--- config.mk ---
export PLATFORM = sky130hd
export DESIGN_NAME = stack_seq
export DESIGN_NICKNAME = d
export VERILOG_FILES = /design/src/rtl/stack_seq_pkg.sv /design/src/rtl/stack_seq_decode.sv /design/src/rtl/stack_seq.sv
export SDC_FILE = /design/constraint.sdc
export NUM_CORES = 1
export LEC_CHECK = 0
export ABC_AREA = 1
export CORE_MARGIN = 2
export CORE_UTILIZATION = 35
export CTS_BUF_LIST = sky130_fd_sc_hd__clkbuf_4 sky130_fd_sc_hd__clkbuf_8 sky130_fd_sc_hd__clkbuf_16
export DETAILED_ROUTE_END_ITERATION = 8
export HOLD_SLACK_MARGIN = 0.15
export PLACE_DENSITY = 0.66
export SLEW_MARGIN = 20
export SYNTH_ARGS = -nofsm -noshare
export SYNTH_HDL_FRONTEND = slang
export SYNTH_SLANG_ARGS = --single-unit
--- constraint.sdc ---
create_clock -name clk_i -period 2.3 [get_ports clk_i]
set_input_delay 0.69 -clock clk_i [delete_from_list [all_inputs] [get_ports clk_i]]
set_output_delay 0.69 -clock clk_i [all_outputs]
set_load 0.1 [all_outputs]
--- src/rtl/stack_seq_pkg.sv ---
// stack_seq_pkg: opcodes, top-offset encodings, FSM state encodings and
// per-opcode rules shared by the sequencer and its decoder.
package stack_seq_pkg;

  typedef enum logic [3:0] {
    OP_NOP  = 4'd0,
    OP_PUSH = 4'd1,
    OP_DROP = 4'd2,
    OP_DUP  = 4'd3,
    OP_SWAP = 4'd4,
    OP_OVER = 4'd5,
    OP_NIP  = 4'd6,
    OP_REPL = 4'd7,
    OP_BIN  = 4'd8
  } op_e;

  // Signed 2-bit top delta; 2'b10 is never produced.
  localparam logic [1:0] OFF_PUSH = 2'b01;
  localparam logic [1:0] OFF_NONE = 2'b00;
  localparam logic [1:0] OFF_POP  = 2'b11;

  localparam logic [1:0] ST_IDLE  = 2'd0;
  localparam logic [1:0] ST_EXEC  = 2'd1;
  localparam logic [1:0] ST_SWAP2 = 2'd2;

  function automatic logic op_legal(input logic [3:0] op);
    return op <= 4'(OP_BIN);
  endfunction

  // Elements a word needs on the stack before it may run.
  function automatic logic [1:0] op_min_depth(input logic [3:0] op);
    case (op)
      OP_DROP, OP_DUP, OP_REPL:        return 2'd1;
      OP_SWAP, OP_OVER, OP_NIP, OP_BIN: return 2'd2;
      default:                          return 2'd0;
    endcase
  endfunction

  // Words that add an element and so need a free slot.
  function automatic logic op_grows(input logic [3:0] op);
    return (op == OP_PUSH) || (op == OP_DUP) || (op == OP_OVER);
  endfunction

  // Net change of the top pointer when the word commits.
  function automatic logic [1:0] op_offset(input logic [3:0] op);
    case (op)
      OP_PUSH, OP_DUP, OP_OVER: return OFF_PUSH;
      OP_DROP, OP_NIP, OP_BIN:  return OFF_POP;
      default:                  return OFF_NONE;
    endcase
  endfunction

endpackage

--- src/rtl/stack_seq_decode.sv ---
// stack_seq_decode: combinational translation of (state, registered word,
// depth, live T/N, saved T) into stack write controls and the error flag.
// Optional bounds checking is enabled by defining STACK_SEQ_BOUNDS_CHECK_EN.
module stack_seq_decode
  import stack_seq_pkg::*;
#(
  parameter int DEPTH = 256,
  parameter int W     = 16,
  parameter int DW    = $clog2(DEPTH) + 1
) (
  input  logic [1:0]    state_i,
  input  logic [3:0]    op_i,
  input  logic [W-1:0]  op_data_i,
  input  logic [DW-1:0] depth_i,
  input  logic [W-1:0]  stk_t_i,
  input  logic [W-1:0]  stk_n_i,
  input  logic [W-1:0]  save_t_i,
  output logic          t_write_o,
  output logic          n_write_o,
  output logic [W-1:0]  wdata_o,
  output logic [1:0]    offset_o,
  output logic          err_o
);

  logic viol;

`ifdef STACK_SEQ_BOUNDS_CHECK_EN
  assign viol = !op_legal(op_i)
             || (depth_i < DW'(op_min_depth(op_i)))
             || (op_grows(op_i) && (depth_i >= DW'(DEPTH)));
`else
  logic unused_depth;
  assign viol         = 1'b0;
  assign unused_depth = ^depth_i;
`endif

  // Errors only exist for the word currently executing.
  assign err_o = (state_i == ST_EXEC) && viol;

  // Stack controls per state/word; a violating word turns into a bubble.
  always_comb begin
    t_write_o = 1'b0;
    n_write_o = 1'b0;
    wdata_o   = '0;
    offset_o  = OFF_NONE;
    if (state_i == ST_EXEC && !viol) begin
      offset_o = op_offset(op_i);
      case (op_i)
        OP_PUSH, OP_REPL, OP_BIN: begin
          t_write_o = 1'b1;
          wdata_o   = op_data_i;
        end
        OP_DUP, OP_NIP: begin
          t_write_o = 1'b1;
          wdata_o   = stk_t_i;
        end
        OP_SWAP, OP_OVER: begin
          t_write_o = 1'b1;
          wdata_o   = stk_n_i;
        end
        default: ;
      endcase
    end else if (state_i == ST_SWAP2) begin
      n_write_o = 1'b1;
      wdata_o   = save_t_i;
    end
  end

endmodule

--- src/rtl/stack_seq.sv ---
// stack_seq: accepts Forth stack words over valid/ready, sequences them into
// stack primitive controls (SWAP takes two cycles) and keeps a shadow depth.
// Optional bounds checking is enabled by defining STACK_SEQ_BOUNDS_CHECK_EN.
module stack_seq
  import stack_seq_pkg::*;
#(
  parameter int DEPTH = 256,
  parameter int W     = 16,
  parameter int DW    = $clog2(DEPTH) + 1
) (
  input  logic          clk_i,
  input  logic          rst_i,
  input  logic          op_valid_i,
  output logic          op_ready_o,
  input  logic [3:0]    op_i,
  input  logic [W-1:0]  op_data_i,
  output logic          done_o,
  output logic          err_o,
  output logic [DW-1:0] depth_o,
  input  logic [W-1:0]  stk_t_i,
  input  logic [W-1:0]  stk_n_i,
  output logic          stk_t_write_o,
  output logic          stk_n_write_o,
  output logic [W-1:0]  stk_wdata_o,
  output logic [1:0]    stk_offset_o
);

  logic [1:0]    state_q, state_d;
  logic [3:0]    op_q, op_d;
  logic [W-1:0]  data_q, data_d;
  logic [W-1:0]  save_t_q, save_t_d;
  logic [DW-1:0] depth_q, depth_d;
  logic          accept;
  logic          swap_hold;
  logic          err;

  stack_seq_decode #(
    .DEPTH(DEPTH),
    .W    (W),
    .DW   (DW)
  ) u_decode (
    .state_i  (state_q),
    .op_i     (op_q),
    .op_data_i(data_q),
    .depth_i  (depth_q),
    .stk_t_i  (stk_t_i),
    .stk_n_i  (stk_n_i),
    .save_t_i (save_t_q),
    .t_write_o(stk_t_write_o),
    .n_write_o(stk_n_write_o),
    .wdata_o  (stk_wdata_o),
    .offset_o (stk_offset_o),
    .err_o    (err)
  );

  // A legal SWAP in EXEC still owes its N write, so it blocks new words.
  assign swap_hold  = (state_q == ST_EXEC) && (op_q == OP_SWAP) && !err;
  assign op_ready_o = (state_q == ST_IDLE) || (state_q == ST_SWAP2)
                   || ((state_q == ST_EXEC) && !swap_hold);
  assign accept     = op_valid_i && op_ready_o;
  assign done_o     = ((state_q == ST_EXEC) && !swap_hold) || (state_q == ST_SWAP2);
  assign err_o      = err;
  assign depth_o    = depth_q;

  // Next-state, operand capture, SWAP save and depth tracking.
  always_comb begin
    state_d  = state_q;
    op_d     = accept ? op_i : op_q;
    data_d   = accept ? op_data_i : data_q;
    save_t_d = ((state_q == ST_EXEC) && (op_q == OP_SWAP)) ? stk_t_i : save_t_q;
    depth_d  = depth_q + {{(DW-2){stk_offset_o[1]}}, stk_offset_o};
    case (state_q)
      ST_IDLE:  state_d = accept ? ST_EXEC : ST_IDLE;
      ST_EXEC:  state_d = swap_hold ? ST_SWAP2 : (accept ? ST_EXEC : ST_IDLE);
      ST_SWAP2: state_d = accept ? ST_EXEC : ST_IDLE;
      default:  state_d = ST_IDLE;
    endcase
  end

  // State registers; reset abandons any word in flight.
  always_ff @(posedge clk_i or posedge rst_i) begin
    if (rst_i) begin
      state_q  <= ST_IDLE;
      op_q     <= 4'(OP_NOP);
      data_q   <= '0;
      save_t_q <= '0;
      depth_q  <= '0;
    end else begin
      state_q  <= state_d;
      op_q     <= op_d;
      data_q   <= data_d;
      save_t_q <= save_t_d;
      depth_q  <= depth_d;
    end
  end

endmodule

==> run_results.csv <==
group,metric,value,unit
drt,postRouteAntennaNets,0,
synthesis,syn-mean-instance-area,7.22,um2
clocking,cts_sinks,47,
grt,grt_max_degree,26,
sta,skew,0.00798,ns
sta,setup_viol,19,
placement,gp_congestion,0.877,
die,fp-row-count,31,
synthesis,synth_nets,437,
setup_path,start_kind,"flop",
drt,met1Wirelength,3.46,mm
sta,drv_slew,0,
clocking,cts.htree.levels,2,
sta,setup_slack,-0.219,ns
setup_path,required,1.61,ns
clocking,clk_pin_slew,0.09,ns
synthesis,ys_types,29,
final_layout,finalNetCount,546,
setup_path,worstPathArrival,1.83,ns
clocking,insertion_delay,0.31,ns
clocking,cts_hold_repair.buffers,0,
clocking,cts_buffers,5,
final_layout,mostFrequentLayoutCell,"nand2_1",
grt,grt_usage,0.190,
setup_path,cp_slowest_stage_delay,0.45,ns
final_layout,final_cell_mix,"184 x nand2_1, 54 x clkdlybuf4s50_1, 44 x dfrtp_1",
sta,fin_hold_ws,0.479,ns
setup_path,path_buf_inv,4,
drt,drc,0,
final_layout,syn2layout_area_growth,70.2,%
setup_path,cp-end-kind,"primary output",
drt,wl_per_cell,14.5,um
drt,first_pass_iters,4,
synthesis,syn-instance-count,373,
sta,min_period,2.52,ns
sta,period_share,1.10,
synthesis,netlist_area,2690,um2
sta,hold_viol,0,
job,cap_violations,0,
clocking,root_buffer,"clkbuf_8",
clocking,cts_tree,"built",
die,die_height,91.7,um
die,fp.dieW,91.7,um
pwr,power_density,1000,nW/um2
final_layout,drive_above_1_share,0.346,
sta,fmax,397,MHz
drt,top_layer_used,"met4",
placement,dp_hpwl,5.63,mm
synthesis,synth-seq-area-share,0.437,
grt,grt_pass1_vias,2650,
die,core,7370,um2
drt,drt-vias-per-instance,4.67,
setup_path,crit_path_top_delay_cell,"dfrtp_2",
setup_path,critPathTopFamily,"buffers and inverters",
clocking,cts_max_path_buffers,2,
final_layout,num_antenna_cells,0,
synthesis,yosysWarnings,0,
setup_path,crit_type,"reg2out",
drt,finalWirelength,8.43,mm
pwr,p_leak,2.28,nW
synthesis,synth-seq-cells,47,
worst_hold_path,hold_path_class,"reg2reg",
setup_path,path_cells,"buf_6, nor3_4, buf_6, clkbuf_16, nand2_1, nand3_2, nand2_1, nand2_2, buf_12",
pwr,ir_drop,0.000462,V
placement,post-place-ws,-0.0700,ns
die,dieArea,8410,um2
drt,wl_met2,4.32,mm
grt,grt_antenna_before_repair,0,
die,floorplan.initialDensity,0.365,
sta,rsz0062_at_grt,"yes",
outcome,outcome,"finished, violations left",
grt,globalRouteOverflowTotal,0,
drt,drt-initial-drc-count,111,
setup_path,crit_fanout,8,
outcome,violations,"setup timing",
grt,grt_pass1_wl,12.7,mm
die,ios,87,
drt,via_count,2720,
placement,io_buffers,85,
drt,dr_wl_met3,418,um
## registers in the layout (all words and copies together) (netlist names)
signal    cells
data_q       16
state_q       2
op_q          4
save_t_q     16
depth_o       9
## logic make-up after synthesis
| kind of cell | count (synthesis) | share of synthesized area |
|---|---|---|
| AOI/OAI and AO/OA | 11 | 0.0256 |
| xor gates and xnor gates | 5 | 0.0163 |
| other | 1 | 0.00139 |
| buffers and inverters | 29 | 0.0688 |
| and+or+nand+nor | 271 | 0.407 |
| DFF | 47 | 0.437 |
| adders and majority gates | 9 | 0.0446 |
## cell type report
cell class	count	area [um2]
tap	99	124
clock buffer	5	68.8
sequential	47	1180
clock inverter	3	43.8
fill	628	2790
timing repair buffer	112	1370
inverter	17	76.3
multi-input combinational	299	1720
## synth_stat cells, drive strengths merged
cell | instances | area (um2)
nand2 | 231 | 885
dfrtp | 47 | 1180
nand3 | 27 | 135
inv | 16 | 67.6
buf | 11 | 110
nor2 | 9 | 46.3
ha | 8 | 100
o21ai | 6 | 41.3
xor2 | 5 | 43.8
a21oi | 4 | 20.0
nor3 | 2 | 15.0
clkbuf | 1 | 3.75
clkinv | 1 | 3.75
conb | 1 | 3.75
fa | 1 | 20.0
nand3b | 1 | 7.51
nand4 | 1 | 6.26
o21a | 1 | 7.51
## report_power, final
part,internal [W],total [W],switching (W)
logic,0.000899,0.00267,0.00177
clock network,0.000324,0.000615,0.000291
registers,0.00111,0.00131,0.000195
## routing by layer
metal / global-route usage / up-vias
li1: - / 1371
met1: 0.237 / 1265
met2: 0.331 / 71
met3: 0.0296 / 13
met4: 0.0746 / 0
met5: 0 / -
## metrics by stage
stage           util  cells  total power, W  cell area [um2]  TNS, ns
2_1_floorplan      -    373         0.00304             2830    -1.23
3_3_place_gp   0.546    558         0.00371             4020   -0.233
3_5_place_dp   0.546    558         0.00375             4020   -0.329
4_1_cts        0.573    573         0.00442             4230    -2.03
5_1_grt        0.622    582         0.00485             4580    -5.02
6_report       0.622    582         0.00460             4580    -3.19
## worst paths after layout
check                                             start                      end  slack [ns]  cells past startpoint
max in group asynchronous                         rst_i  save_t_q[3]$_DFFE_PP0P_        1.05                      3
worst min register to register  save_t_q[3]$_DFFE_PP0P_  save_t_q[3]$_DFFE_PP0P_        0.48                      2
worst min-delay path            save_t_q[3]$_DFFE_PP0P_  save_t_q[3]$_DFFE_PP0P_        0.48                      2
worst max-delay path                op_q[1]$_DFFE_PP0P_           stk_wdata_o[4]       -0.22                      9
min in group asynchronous                         rst_i  save_t_q[7]$_DFFE_PP0P_        0.72                      2
worst max register to register      op_q[3]$_DFFE_PP0P_     depth_o[8]$_DFF_PP0_        0.07                     15
## tightest hold or removal path, delay by kind of cell (launching register included)
kind,cells,cell delay (ns)
simple gates,2,0.10
flops,1,0.35
## timing repair
| action | in CTS | in global routing |
|---|---|---|
| hold endpoints to repair | 0 | 0 |
| resized for setup | 12 | 61 |
| buffers inserted | 5 | 6 |
| setup endpoints to repair | 20 | 24 |
| pin swaps | 2 | 11 |
| cloned | 2 | 3 |
Note: power is estimated with default switching activity, not from simulation.
